### config.mk
export PLATFORM = sky130hd
export DESIGN_NAME = fifo_burst_reader
export DESIGN_NICKNAME = d
export VERILOG_FILES = /design/src/rtl/fifo_burst_reader.sv
export SDC_FILE = /design/constraint.sdc
export NUM_CORES = 1
export LEC_CHECK = 0
export CAP_MARGIN = 30
export CORE_MARGIN = 2
export CORE_UTILIZATION = 48
export DETAILED_ROUTE_END_ITERATION = 8
export HOLD_SLACK_MARGIN = 0.02
export PLACE_DENSITY = 0.76
export SLEW_MARGIN = 20
export SYNTH_ARGS = -nofsm -noshare
export SYNTH_HDL_FRONTEND = slang
export SYNTH_SLANG_ARGS = --single-unit
### constraint.sdc
create_clock -name clk -period 2.28 [get_ports clk]
set_clock_uncertainty 0.05 [all_clocks]
set_input_delay 0.228 -clock clk [delete_from_list [all_inputs] [get_ports clk]]
set_output_delay 0.228 -clock clk [all_outputs]
set_load 0.02 [all_outputs]
### src/rtl/fifo_burst_reader.sv
// Burst reader for a 1-cycle-latency FIFO read port.
// Fetches len words per start and streams them out on valid/ready.
module fifo_burst_reader #(
    parameter int DW   = 8,
    parameter int LENW = 8,
    parameter int CNTW = 16
) (
    input  logic            clk,
    input  logic            rst,
    input  logic            start,
    input  logic [LENW-1:0] len,
    output logic            busy,
    output logic            done,
    input  logic            fifo_empty,
    output logic            fifo_pop,
    input  logic [DW-1:0]   fifo_data,
    output logic            m_valid,
    input  logic            m_ready,
    output logic [DW-1:0]   m_data,
    output logic [CNTW-1:0] words_total
);

    typedef enum logic [1:0] {IDLE, READ, DRAIN} state_t;

    state_t          state;
    logic [LENW-1:0] issue_left;
    logic [LENW-1:0] deliver_left;
    logic            inflight;
    logic [1:0]      buf_count;
    logic [DW-1:0]   buf0;
    logic [DW-1:0]   buf1;
    logic [1:0]      occupancy;
    logic            hs;
    logic            credit_ok;

    assign m_valid   = (buf_count != 2'd0);
    assign m_data    = buf0;
    assign hs        = m_valid && m_ready;
    assign occupancy = {1'b0, inflight} + buf_count;
    // A beat leaving this cycle frees a slot, keeping one word per cycle
    assign credit_ok = hs ? (occupancy < 2'd3) : (occupancy < 2'd2);
    assign fifo_pop  = (state == READ) && !fifo_empty &&
                       (issue_left != '0) && credit_ok;

    always_ff @(posedge clk or posedge rst) begin
        if (rst) begin
            state        <= IDLE;
            issue_left   <= '0;
            deliver_left <= '0;
            inflight     <= 1'b0;
            buf_count    <= 2'd0;
            buf0         <= '0;
            buf1         <= '0;
            busy         <= 1'b0;
            done         <= 1'b0;
            words_total  <= '0;
        end else begin
            done     <= 1'b0;
            inflight <= fifo_pop;

            if (inflight && !hs) begin
                if (buf_count == 2'd0) buf0 <= fifo_data;
                else                   buf1 <= fifo_data;
                buf_count <= buf_count + 2'd1;
            end else if (!inflight && hs) begin
                buf0      <= buf1;
                buf_count <= buf_count - 2'd1;
            end else if (inflight && hs) begin
                if (buf_count == 2'd1) begin
                    buf0 <= fifo_data;
                end else begin
                    buf0 <= buf1;
                    buf1 <= fifo_data;
                end
            end

            if (hs) begin
                if (deliver_left != '0) deliver_left <= deliver_left - 1'b1;
                if (words_total != '1) words_total <= words_total + 1'b1;
            end

            unique case (state)
                IDLE: begin
                    if (start) begin
                        if (len != '0) begin
                            issue_left   <= len;
                            deliver_left <= len;
                            busy         <= 1'b1;
                            state        <= READ;
                        end else begin
                            done <= 1'b1;
                        end
                    end
                end
                READ: begin
                    if (fifo_pop) begin
                        issue_left <= issue_left - 1'b1;
                        if (issue_left == 1) state <= DRAIN;
                    end
                end
                DRAIN: begin
                    if (deliver_left == '0 || (hs && deliver_left == 1)) begin
                        state <= IDLE;
                        busy  <= 1'b0;
                        done  <= 1'b1;
                    end
                end
                default: state <= IDLE;
            endcase
        end
    end

endmodule
Word level (Yosys, flattened, before mapping)
Cells that the tools add are included.
{"block": "word_totals", "out_inout_bits": 28, "memories": 0, "ramBits": 0, "regBits": 55, "latch_bits": 0, "mem_bits_ro": 0, "in_bits": 21, "word_cells": 99}
{"block": "classes", "n_mux": 36, "n_eq_ne": 15, "n_mul": 0, "reduce_logical": 30, "addsub": 6, "magnitude_cmp": 2, "n_div": 0, "shift": 0, "n_bitwise": 0}
{"cell": "2-to-1 mux 8 bit", "n": 18}
{"cell": "nonzero test 8 bit", "n": 3}
{"cell": "adder 16 x 1 -> 16 bit, second input constant", "n": 1}
{"cell": "== test 8 x 1 -> 1 bit, second input constant", "n": 2}
{"cell": "inequality test 16 bit, second input constant", "n": 1}
{"cell": "one-hot mux 8 bit (2 select lines)", "n": 1}
{"cell": "subtractor 8 x 1 -> 8 bit, second input constant", "n": 2}
{"cell": "2-to-1 mux 2 bit", "n": 7}
{"cell": "inequality test 2 bit, second input constant", "n": 7}
{"cell": "AND reduction 4 bit", "n": 3}
{"cell": "nonzero test 2 bit", "n": 5}
{"cell": "logical AND 1 bit", "n": 8}
{"cell": "zero test 8 bit", "n": 1}
{"cell": "2-to-1 mux 1 bit", "n": 7}
{"cell": "one-hot mux 2 bit (3 select lines)", "n": 1}
{"cell": "AND reduction 5 bit", "n": 1}
{"cell": "== test 2 x 1 -> 1 bit, second input constant", "n": 2}
{"cell": "zero test 2 bit", "n": 2}
{"cell": "less-than comparator 2 bit, second input constant", "n": 2}
{"cell": "inequality test 2 x 1 -> 1 bit, second input constant", "n": 2}
{"cell": "one-hot mux 1 bit (2 select lines)", "n": 2}
{"cell": "AND reduction 2 bit", "n": 2}
{"cell": "zero test 1 bit", "n": 3}
{"cell": "nonzero test 3 bit", "n": 1}
{"cell": "5 further kinds", "n": 5}

Logic depth before layout (Yosys ltp)
Gate-level depths: netlist of the first run.
{"block": "logic_depth", "ltp_word": 6, "depth_mapped": 10}

Worst setup path before layout of the first run
No wires, ideal clock.
{"block": "synth_path", "path_type": "reg-to-reg", "startpoint": "register buf_count[0]", "endpoint": "register buf1[0]", "stages_incl_launch_ff": 11, "path_buffers": 1, "slack_ns": -0.173, "setup_ns": 0.125, "period_less_slack_ns": 2.453, "arrival_time_ns": 2.278, "path_cell_list": "dfrtp_1 -> inv_1 -> ha_1 -> nor2b_1 -> inv_1 -> clkbuf_1 -> ha_1 -> nor2_1 -> a22oi_1 -> nor2_1 -> mux2_2"}
{"block": "synth_between", "elab_chain_len": 6}
{"element": "from (decl)", "line": "29", "source": "logic [1:0] buf_count;"}
{"element": "from (signal assigned)", "line": "64", "source": "buf_count <= buf_count + 2'd1;"}
{"element": "from (signal assigned)", "line": "67", "source": "buf_count <= buf_count - 2'd1;"}
{"element": "nonzero test 2 bit", "line": "36", "source": "assign m_valid = (buf_count != 2'd0);"}
{"element": "logical AND 1 bit", "line": "38", "source": "assign hs = m_valid && m_ready;"}
{"element": "zero test 1 bit", "line": "61", "source": "if (inflight && !hs) begin"}
{"element": "logical AND 1 bit", "line": "61"}
{"element": "inequality test 2 bit (no source line) / nonzero test 2 bit (equally long branches)"}
{"element": "AND reduction 4 bit (no source line)"}
{"element": "to (signal assigned)", "line": "63", "source": "else buf1 <= fifo_data;"}
{"element": "to (signal assigned)", "line": "73", "source": "buf1 <= fifo_data;"}
{"element": "to (decl)", "line": "31", "source": "logic [DW-1:0] buf1;"}
Several ways; a longest one is shown, not always the timed one.
A chain may end at the register's enable or synchronous reset.

Worst setup path after layout of the first run
{"block": "layout_path", "startpoint": "register issue_left[1]", "endpoint": "output fifo_pop"}
{"block": "layout_between", "elab_chain_len": 3}
{"element": "from (decl)", "line": "26", "source": "logic [LENW-1:0] issue_left;"}
{"element": "from (signal assigned)", "line": "86", "source": "issue_left <= len;"}
{"element": "from (signal assigned)", "line": "97", "source": "issue_left <= issue_left - 1'b1;"}
{"element": "nonzero test 8 bit", "line": "43", "source": "(issue_left != '0) && credit_ok;"}
{"element": "logical AND 1 bit", "line": "42", "source": "assign fifo_pop = (state == READ) && !fifo_empty &&"}
{"element": "logical AND 1 bit", "line": "43"}
{"element": "to (decl)", "line": "15", "source": "output logic fifo_pop,"}
No other way between the ends.

==> results.md, run 1 <==
- The flow ran to the end, and the final reports show no timing, DRC or antenna violations.
- The placed instances occupy a cell area of 3690 um2.
- In this design, the largest share of critical-path delay is due to simple AND/OR/NAND/NOR gates.
- The overall global routing resource usage is 19.0%.
- After technology mapping, the gate count stands at 292.
- The initial antenna violation count is 0.
- The clock tree from TritonCTS is done.
- The layout overhead on the synthesized area is 28.1%.
- The number of rows created at floorplan is 28.
- The final number of setup-violating endpoints is 0.
- The area of the core region is 5960 um2.
- The max-slew violation total from the final report is 0.
- Among all stages on the critical path, the largest delay is contributed by or3b_2.
- Of all nets on the critical path, the largest fanout is 3.
- STA puts the critical path data required time at 2.00 ns.
- The share of total power in combinational logic is 50.9%.
- The average vias per placed instance is 5.67.
- The final cell area excluding filler cells is 3820 um2.
- The worst endpoint data arrival time is 1.88 ns.
- Prior to clock tree synthesis, the placed netlist has a worst setup slack of ~0.052 ns.
- Synthesis inferred 55 register bits.
- The number of nets at the end of the flow is 392.
- The remaining antenna violation count after routing is 0.
- The clock insertion delay at the later pin of the skew report is 0.31 ns.
- Across the run, the number of max-cap violations was 0.
- For the pin with the worst max-slew slack, the measured transition is 0.509 ns.
- The deepest level of the CTS H-tree is 2.
- The number of hold violations in the final report is 0.
- The post-route setup TNS is 0 ns.
- The reported leakage power is 1.63 nW.
- Setup repair after global routing left no endpoint under its margin.
- The async set or reset register ratio after synthesis is between 90% and 100%.
- Clock tree synthesis found a total of 55 sinks.
- The die outline area is 6860 um2.
- The maximum number of buffers from clock root to sink is 2.
- The number of non-filler instances in the completed layout is about 440.
- Of the post-synthesis cell area, the dominant cell type holds roughly 46%.
- The average size of a mapped cell is 10.2 um2.
- The number of iterations in the first detailed-routing pass is 4.
- After synthesis, flip-flops and latches occupy between 40% and 50% of the total area.
- Setup slack on the critical path of the routed design comes to ~0.12 ns.
- The I/O pin total is 49.
- The synthesized cell area is 2980 um2.
- In this run switching power makes up 40.1% of total power.
- The number of placed instances, taps included is 425.
- Of the available clock period, the critical path in the final layout requires 94.8%.
- The wire length per cell is 14.5 um.
- In this run the critical register-to-register path is launched from buf_count[0]$_DFFE_PP0P_.
- Summed over all layers, the global routing overflow is 0.
- The longest individual stage delay on the worst path is approximately 0.48 ns.
- The power per cell area is around 1300 nW/um2.
- The number of DRC violations after detailed routing is 0.
- The fraction of power consumed by the clock network is 13.2%.
- Once the floorplan was initialized, standard cells occupied 50.1% of the core.
- Counting both buffers and inverters, the worst setup path holds a total of 2.
- Of all cell types, the one taking the most synthesized area is dfrtp_1.
- In this run the worst setup path begins at issue_left[1]$_DFFE_PP0P_.
- The count of inserted antenna diode cells is 0.
- Across the VDD grid, the largest voltage drop is 0.659 mV.
- The internal power component is 2.95 mW.
- Among all flip-flop cells after synthesis, the most frequent one is dfrtp_1.
- The buffer type at the clock tree root is clkbuf_8.
- In the final layout, the share of cells above drive strength 1 is 15.0%.
- The clock transition at the register clock pins on the worst setup and hold paths after CTS is 0.10 ns.
- The layout has ~500 filler cells.
- The shortest clock period the worst path allows after layout is 2.16 ns.
- Counting distinct cell types in the post-synthesis netlist gives 49.
- The routed via count is about 2,500.
- The highest clock rate is 463 MHz.
- STA classifies the critical path endpoint as an output port.
- The critical path in this run is classified as register to output port.
- The tightest slew margin relative to the limit is between 60% and 70%.
- The detailed placer's ending HPWL is 4750 um.
- Buffers placed on the I/O ports in this run total 48.
- STA classifies the critical path startpoint as a register.
- In this run, CTS created clock tree buffers numbering 5.
- The number of warnings issued by yosys is 0.
- Ranked by total cell area, the synthesized netlist is headed by dfrtp_1, ha_1, xor2_1, nand2_1, mux2_2.
- Measured along the y axis, the die boundary spans slightly above 80 um.
- Summed over all nets, the switching power comes to 1.97 mW.
- The class of the tightest hold or removal check is input pin to async pin.
- The critical path goes through inv_1 > ha_1 > or3b_2 > o21ai_2 > nor2_1 > buf_2.
- Counting flops with a built-in enable in the synthesized netlist gives 0.
- The total nets after synthesis is 325.
- The die width is 82.8 um.
- The placer congestion estimate is ~0.94.
- The pin count of the biggest net entering global routing is 34.
- The part of the power in registers is 35.9%.
- The first-iteration detailed-routing DRC count is 150.
- The first global-routing pass estimated about 11,000 um of wire.
- The via count of the first global-routing pass is 2,340.
- The aggregate routed wire length is around 6300 um.
-- registers in the layout, indices dropped and copies added (netlist names) --
| signal | count |
|---|---|
| buf1 | 8 |
| buf_count | 2 |
| busy | 1 |
| deliver_left | 8 |
| done | 1 |
| inflight | 1 |
| issue_left | 8 |
| m_data | 8 |
| state | 2 |
| words_total | 16 |
-- Yosys cell counts (all sizes together), types with 2 or more instances --
master and n:
dfrtp 55, nand2 30, o21ai 19, xor2 17, inv 16, a21oi 12
ha 12, nor2 12, a211oi 10, mux2i 10, mux2 9, nand3 8
clkbuf 7, nor3 7, xnor2 7, o221ai 6, or4 6, nand4 5
buf 4, nor4 4, o211ai 4, and2 3, and4 3, nor3b 3
o311ai 3, a31oi 2, and3 2, nor2b 2, o41ai 2, or3 2
-- cell families (layout without fill, tap and decap cells) --
kind of cell    Yosys count  in the layout  share of synthesized area [%]
buf+inv                  27             95                           3.73
xor+xnor                 24             24                           7.05
simple gates             90             90                           16.0
fa+ha+maj                12             12                           5.03
compound gates           65             65                           15.3
flops                    55             55                           46.1
mux                      19             19                           6.75
-- cells in the final DEF, fill, tap and decap left out, types with 2 or more instances in the layout --
cell type / netlist / layout
mux2i_1: 10 / 10
nor3_1: 7 / 7
buf_4: 2 / 20
inv_1: 16 / 15
nand2_1: 30 / 30
xor2_1: 17 / 17
a211oi_1: 10 / 10
and4_1: 3 / 3
o311ai_0: 3 / 3
o21ai_0: 10 / 10
nand4_1: 5 / 5
dfrtp_1: 55 / 55
o21ai_1: 7 / 6
clkbuf_8: 0 / 5
ha_1: 12 / 11
nand3_1: 8 / 8
nor2b_1: 2 / 2
o211ai_1: 4 / 4
o21ai_2: 1 / 2
and2_1: 3 / 3
xnor2_1: 7 / 7
and3_1: 2 / 2
buf_12: 0 / 2
nor3b_1: 2 / 2
o221ai_1: 6 / 6
clkdlybuf4s50_1: 0 / 47
nor2_1: 12 / 11
nor4_1: 4 / 4
or4_1: 5 / 5
a21oi_1: 11 / 11
a31oi_1: 2 / 2
mux2_2: 9 / 9
-- what timing repair did --
| action | CTS | global route |
|---|---|---|
| hold buffers | 0 | 0 |
| setup buffers | 0 | 1 |
| setup endpoints to repair | 1 | 7 |
| pin swaps | 0 | 0 |
| gates resized for setup | 3 | 2 |
-- layer usage --
layer	up-vias	track usage [%]	part of all wire [%]
li1	1192	-	-
met1	1191	24.2	43
met2	73	32.3	50
met3	9	3.08	4.8
met4	0	7.60	1.5
met5	-	0	0
-- worst paths after layout --
kind / to / slack (ns) / cells past startpoint
worst max-delay path: fifo_pop / 0.12 / 6
worst min-delay path: buf1[1]$_DFFE_PP0P_ / 0.20 / 2
worst max register to register: buf1[2]$_DFFE_PP0P_ / 0.14 / 10
worst min register to register: m_data[1]$_DFFE_PP0P_ / 0.44 / 2
max in group asynchronous: issue_left[7]$_DFFE_PP0P_ / 1.43 / 3
min in group clk: m_data[1]$_DFFE_PP0P_ / 0.44 / 2
-- metrics by stage --
step           total power, mW  hold WS [ns]  utilization [%]
2_1_floorplan             3.33         0.300                -
3_3_place_gp              4.18         0.414             62.0
3_5_place_dp              4.27         0.427             62.0
6_report                  4.92         0.198             64.1
5_1_grt                   5.28         0.227             64.1
4_1_cts                   4.93         0.212             63.9
-- power groups by stage --
stage / Clock, mW / Combinational, mW / Sequential (mW)
final: 0.648 / 2.51 / 1.77
after global routing: 0.706 / 2.74 / 1.83
after CTS: 0.665 / 2.50 / 1.77
after detailed placement: 0 / 2.48 / 1.79
after global placement: 0 / 2.42 / 1.76
after floorplan: 0 / 1.41 / 1.92
-- final cells by class --
type | count | area [um2] | share of cell area, %
timing repair buffer | 71 | 673 | 17.6
tap | 75 | 93.8 | 2.46
inverter | 16 | 60.1 | 1.57
clock inverter | 3 | 43.8 | 1.15
sequential | 55 | 1380 | 36.0
multi-input combinational | 210 | 1500 | 39.4
clock buffer | 5 | 68.8 | 1.80
Note: power is estimated with default switching activity, not from simulation.
==> run 2: changes to the inputs <==
Settings changed: SKIP_CTS_REPAIR_TIMING set to 1.
==> results.md, run 2 (synthesis results as in run 1) <==
- The master of the slowest instance on the critical path was or3b_2 (unchanged).
- The die extent in y is 82.8 um (unchanged).
- The length of routed wiring on met1 is 2750 um (was 2730 um).
- The transition time at the pin with the least slew margin is 0.509 ns (about the same).
- The slack of the worst reg-to-reg path is 0.13 ns (was 0.14 ns).
- The longest individual stage delay on the worst path is 0.47 ns (was 0.48 ns).
- The buffering stage count on the worst path with inverters included is 2 (unchanged).
- The tightest slew margin relative to the limit is 65.6% (about the same).
- The number of iterations in the first detailed-routing pass was 4 (unchanged).
- The total of buffers placed on input and output ports came to 48 (unchanged).
- The global route total overflow is 0 (unchanged).
- The class of the tightest hold or removal check is input pin to async pin (unchanged).
- The worst-case vdd ir drop is 0.659 mV (about the same).
- The pin count of the biggest net entering global routing is 34 (unchanged).
- The number of buffers added by the clock tree synthesis step is 5 (unchanged).
- The register cell area after layout came to 1380 um2 (unchanged).
- The number of fill cells in the layout came to 499 (unchanged).
- The clock insertion delay at the later pin of the skew report is 0.31 ns (about the same).
- The maximum fanout count along the critical path is 3 (unchanged).
- The worst reg2reg path endpoint is buf1[2]$_DFFE_PP0P_ (unchanged).
- The initial core utilization was 50.1% (unchanged).
- The worst endpoint data arrival time is 1.90 ns (was 1.88 ns).
- The buffer type at the clock tree root is clkbuf_8 (unchanged).
- The placed instance area is 3690 um2 (unchanged).
- The met3 wirelength from detailed routing is 255 um (was 299 um).
- The wire length per cell is 14.5 um (about the same).
- The register ranked first by flip-flop count is words_total (unchanged).
- The number of rows created at floorplan is 28 (unchanged).
- The final cell utilization of the core is 64.1% (about the same).
- The length of routed met2 wiring is 3200 um (was 3160 um).
- The placer congestion estimate is 0.938 (unchanged).
- The area of the core region is 5960 um2 (unchanged).
- Status: finished, final reports clean (unchanged).
- Critical Path, Cell by Cell: inv_1 > ha_1 > or3b_2 > o21ai_1 > nor2_1 > clkbuf_2 (was inv_1 > ha_1 > or3b_2 > o21ai_2 > nor2_1 > buf_2).
- The commonest non-fill, non-tap cell in the layout is dfrtp_1 (unchanged).
- The fraction of final layout cells with drive strength greater than 1 is 14.7% (was 15.0%).
- The power per cell area is 1290 nW/um2 (about the same).
- The area occupied by multi-input gates is 1500 um2 (about the same).
- The overall global routing resource usage came to 19.0% (unchanged).
- The number of hold violations in the final report is 0 (unchanged).
- The number of nets at the end of the flow was 392 (unchanged).
- The clock transition at the register clock pins on the worst setup and hold paths after CTS came to 0.10 ns (about the same).
- The die width is 82.8 um (unchanged).
- The final number of setup-violating endpoints is 0 (unchanged).
- The final cell area excluding filler cells is 3820 um2 (about the same).
- The highest clock rate is 459 MHz (was 463 MHz).
- The remaining antenna violation count after routing is 0 (unchanged).
- The layout overhead on the synthesized area was 27.9% (was 28.1%).
- RSZ-0062 raised after global routing: no (unchanged).
- The first-pass GRT wire length came to 10,900 um (unchanged).
- The deepest level of the CTS H-tree is 2 (unchanged).
- The reported leakage power was 1.63 nW (about the same).
- The number of DRC violations after detailed routing is 0 (unchanged).
- The worst reg-to-reg path cell count came to 10 (unchanged).
- The post-route setup TNS is 0 ns (unchanged).
- The clock sink count is 55 (unchanged).
- The average vias per placed instance is 5.66 (was 5.67).
- The clock tree from TritonCTS is done (unchanged).
- The top metal layer carrying routed signals is met4 (unchanged).
- The detailed placer's ending HPWL is 4750 um (unchanged).
- The required time at the endpoint of the critical path came to 2.00 ns (about the same).
- The aggregate routed wire length is 6310 um (was 6290 um).
- Leading cell types in the layout, fill and taps excluded: dfrtp_1, clkdlybuf4s50_1, nand2_1 (unchanged).
- The final clock period utilization by the worst path was 95.6% (was 94.8%).
- The die outline area was 6860 um2 (unchanged).
- The sort of element at the start of the critical path is a register (unchanged).
- The critical path class is register to output port (unchanged).
- The initial antenna violation count came to 0 (unchanged).
- The maximum number of buffers from clock root to sink is 2 (unchanged).
- The worst hold slack after final layout came to 0.198 ns (about the same).
- The routed via count is 2,464 (was 2,465).
- The I/O pin total is 49 (unchanged).
- The max-capacitance violation count was 0 (unchanged).
- The via count of the first global-routing pass came to 2,340 (unchanged).
- The first-iteration detailed-routing DRC count was 150 (unchanged).
- The max-slew violation total from the final report is 0 (unchanged).
- The count of inserted antenna diode cells came to 0 (unchanged).
- The kind of cell adding the most delay to the critical path is simple AND/OR/NAND/NOR gates (unchanged).
- The shortest clock period the worst path allows after layout came to 2.18 ns (was 2.16 ns).
- The number of flip-flops in the largest register is 16 (unchanged).
- The origin of the critical flop-to-flop path is buf_count[0]$_DFFE_PP0P_ (unchanged).
- The sort of element at the end of the critical path is an output port (unchanged).
==> run 2: stage by stage <==
step	total power, mW	std cells	setup slack, ns
3_3_place_gp	4.18	425	0.0685
3_5_place_dp	4.27	425	0.0523
5_1_grt	5.27	435	0.00190
6_report	4.92	435	0.101
2_1_floorplan	3.33	292	0.00454
4_1_cts	4.94	433	-0.285
==> run 2: how the worst max path moves through the flow <==
stage                              start                   endpoint  slack [ns]  depth (start not counted)
4_1_cts        issue_left[1]$_DFFE_PP0P_                   fifo_pop       -0.29                          6
6_report       issue_left[1]$_DFFE_PP0P_                   fifo_pop        0.10                          6
2_1_floorplan   buf_count[0]$_DFFE_PP0P_        buf1[0]$_DFFE_PP0P_       0.005                         10
3_5_place_dp                     m_ready      m_data[6]$_DFFE_PP0P_        0.05                          5
3_3_place_gp   issue_left[1]$_DFFE_PP0P_                   fifo_pop        0.07                          6
5_1_grt        issue_left[1]$_DFFE_PP0P_  issue_left[6]$_DFFE_PP0P_       0.002                          7
==> run 2: final cells by class <==
| cell class | instances | area share (%) |
|---|---|---|
| Inverter | 16 | 1.57 |
| Sequential cell | 55 | 36.1 |
| Clock buffer | 5 | 1.80 |
| Tap cell | 75 | 2.46 |
| Multi-Input combinational cell | 210 | 39.3 |
| Clock inverter | 3 | 1.15 |
| Timing Repair Buffer | 71 | 17.6 |
==> run 2: worst reg2reg max path, stage by stage (launching register included) <==
cell and delay [ns]:
dfrtp_1 0.42, inv_1 0.06, ha_1 0.26, nor2b_1 0.16, inv_1 0.08, ha_2 0.20
nor2_1 0.11, a22oi_1 0.08, nor2_2 0.10, buf_4 0.18, mux2_2 0.35
==> run 2: power by group <==
group | switching [mW] | total [mW] | internal, mW | leakage, nW
clock network | 0.320 | 0.647 | 0.327 | 0.0581
logic | 1.28 | 2.51 | 1.23 | 0.920
registers | 0.373 | 1.77 | 1.39 | 0.650
total | 1.97 | 4.92 | 2.95 | 1.63
==> run 2: metal layers <==
metal  global-route usage (%)  up-vias
li1                         -     1193
met1                     24.2     1191
met2                     32.3       69
met3                     3.08       11
met4                     7.60        0
met5                        0        -
==> run 3: changes to the inputs <==
Settings changed: CORE_MARGIN 2 to 10, SKIP_CTS_REPAIR_TIMING 1 to unset.
==> results.md, run 3 (synthesis results as in run 1) <==
- The worst hold slack after final layout was 0.208 ns (was 0.198 ns).
- The fraction of final layout cells with drive strength greater than 1 is 15.6% (was 14.7%).
- The longest individual stage delay on the worst path is 0.47 ns (about the same).
- The class of the tightest hold or removal check is input pin to async pin (unchanged).
- The commonest non-fill, non-tap cell in the layout is dfrtp_1 (unchanged).
- The remaining antenna violation count after routing came to 0 (unchanged).
- The sort of element at the start of the critical path is a register (unchanged).
- The average vias per placed instance is 5.54 (was 5.66).
- The sort of element at the end of the critical path is an output port (unchanged).
- The overall global routing resource usage came to 13.5% (was 19.0%).
- The die outline area is 9770 um2 (was 6860 um2).
- The via count of the first global-routing pass is 2,389 (was 2,340).
- The initial core utilization is 49.8% (was 50.1%).
- The clock insertion delay at the later pin of the skew report was 0.31 ns (about the same).
- The deepest level of the CTS H-tree is 2 (unchanged).
- The number of DRC violations after detailed routing came to 0 (unchanged).
- The number of flip-flops in the largest register is 16 (unchanged).
- The worst endpoint data arrival time was 1.86 ns (was 1.90 ns).
- The required time at the endpoint of the critical path is 2.00 ns (about the same).
- The clock tree from TritonCTS is done (unchanged).
- The reported leakage power is 1.63 nW (about the same).
- The maximum number of buffers from clock root to sink was 2 (unchanged).
- The placer congestion estimate is 0.868 (was 0.938).
- The clock transition at the register clock pins on the worst setup and hold paths after CTS is 0.10 ns (about the same).
- The max-capacitance violation count is 0 (unchanged).
- The number of hold violations in the final report was 0 (unchanged).
- The initial antenna violation count is 0 (unchanged).
- The total of buffers placed on input and output ports came to 48 (unchanged).
- The maximum fanout count along the critical path came to 3 (unchanged).
- The number of nets at the end of the flow was 392 (unchanged).
- Critical Path, Cell by Cell: inv_1 > ha_1 > or3b_2 > o21ai_2 > nor2_1 > buf_2 (was inv_1 > ha_1 > or3b_2 > o21ai_1 > nor2_1 > clkbuf_2).
- The shortest clock period the worst path allows after layout came to 2.13 ns (was 2.18 ns).
- The I/O pin total is 49 (unchanged).
- The layout overhead on the synthesized area is 28.4% (was 27.9%).
- The clock sink count is 55 (unchanged).
- The critical path class is register to output port (unchanged).
- The master of the slowest instance on the critical path is or3b_2 (unchanged).
- The transition time at the pin with the least slew margin is 0.495 ns (was 0.509 ns).
- Leading cell types in the layout, fill and taps excluded: dfrtp_1, clkdlybuf4s50_1, nand2_1 (unchanged).
- The wire length per cell is 15.3 um (was 14.5 um).
- The first-iteration detailed-routing DRC count is 97 (was 150).
- The number of rows created at floorplan came to 28 (unchanged).
- The highest clock rate is 469 MHz (was 459 MHz).
- The die extent in y is 98.8 um (was 82.8 um).
- The buffer type at the clock tree root was clkbuf_8 (unchanged).
- The number of iterations in the first detailed-routing pass was 4 (unchanged).
- The register ranked first by flip-flop count is words_total (unchanged).
- RSZ-0062 raised after global routing: no (unchanged).
- The first-pass GRT wire length was 11,400 um (was 10,900 um).
- The post-route setup TNS is 0 ns (unchanged).
- The final clock period utilization by the worst path is 93.6% (was 95.6%).
- The pin count of the biggest net entering global routing was 34 (unchanged).
- The total chip power is 4.91 mW (was 4.92 mW).
- Status: finished, final reports clean (unchanged).
- The number of buffers added by the clock tree synthesis step was 5 (unchanged).
- The routed via count is 2,408 (was 2,464).
- The global route total overflow was 0 (unchanged).
- The final cell utilization of the core came to 63.9% (was 64.1%).
- The detailed placer's ending HPWL is 5170 um (was 4750 um).
- The area of the core region is 5990 um2 (was 5960 um2).
- The final number of setup-violating endpoints is 0 (unchanged).
- The worst-case vdd ir drop came to 0.658 mV (was 0.659 mV).
- The aggregate routed wire length is 6660 um (was 6310 um).
- The count of inserted antenna diode cells is 0 (unchanged).
- The die width is 98.8 um (was 82.8 um).
- The power per cell area is 1280 nW/um2 (was 1290 nW/um2).
- The max-slew violation total from the final report was 0 (unchanged).
- The tightest slew margin relative to the limit is 66.9% (was 65.6%).
==> run 3: final timing paths <==
path                                              endpoint                        from  slack [ns]  depth (start not counted)
worst max-delay path                              fifo_pop   issue_left[1]$_DFFE_PP0P_        0.15                          6
worst min-delay path                 m_data[6]$_DFFE_PP0P_                         rst        0.21                          2
worst max register to register   issue_left[6]$_DFFE_PP0P_   issue_left[1]$_DFFE_PP0P_        0.17                          7
worst min register to register  words_total[7]$_DFFE_PP0P_  words_total[7]$_DFFE_PP0P_        0.44                          1
max in group asynchronous        deliver_left[7]$_DFF_PP0_                         rst        1.43                          3
min in group clk                words_total[7]$_DFFE_PP0P_  words_total[7]$_DFFE_PP0P_        0.44                          1
==> run 3: what timing repair did <==
item	4_1_cts	5_1_grt
endpoints found under the setup margin	1	18
setup buffers	0	1
hold buffers	0	0
pin swaps	0	0
gates resized for setup	3	5
==> run 3: area by class of cell <==
type                            count  area (um2)
Timing Repair Buffer               71         687
Clock buffer                        7        96.3
Tap cell                           75        93.8
Fill cell                         494        2160
Multi-Input combinational cell    210        1510
Clock inverter                      1        7.51
Sequential cell                    55        1380
Inverter                           16        60.1
==> run 3: through the flow <==
stage | instances | setup slack (ns) | instance area, um2
floorplan | 292 | 0.00454 | 2990
global placement | 425 | 0.121 | 3710
detailed placement | 425 | 0.0476 | 3710
CTS | 433 | 0.0116 | 3810
global route | 435 | 0.0118 | 3830
finish | 435 | 0.146 | 3830
==> run 3: critical path, delay by kind of cell, from the launching register on <==
family,cells,cell delay (ns)
adders and majority gates,1,0.17
AOI/OAI and AO/OA,1,0.16
and+or+nand+nor,2,0.55
buffers and inverters,2,0.26
DFF,1,0.40
==> run 3: where the power goes <==
group | leakage (nW) | switching, mW | internal (mW)
sequential | 0.650 | 0.372 | 1.39
clock | 0.0505 | 0.313 | 0.277
combinational | 0.925 | 1.30 | 1.25
total | 1.63 | 1.98 | 2.92
==> run 3: metal layers <==
metal,vias to the layer above,track usage (%),share of wire (%),routed length [um]
li1,1190,-,-,-
met5,-,0,0,0
met2,55,22.8,49,3280
met4,0,2.98,0.98,65
met1,1156,16.7,44,2940
met3,7,3.91,5.6,372
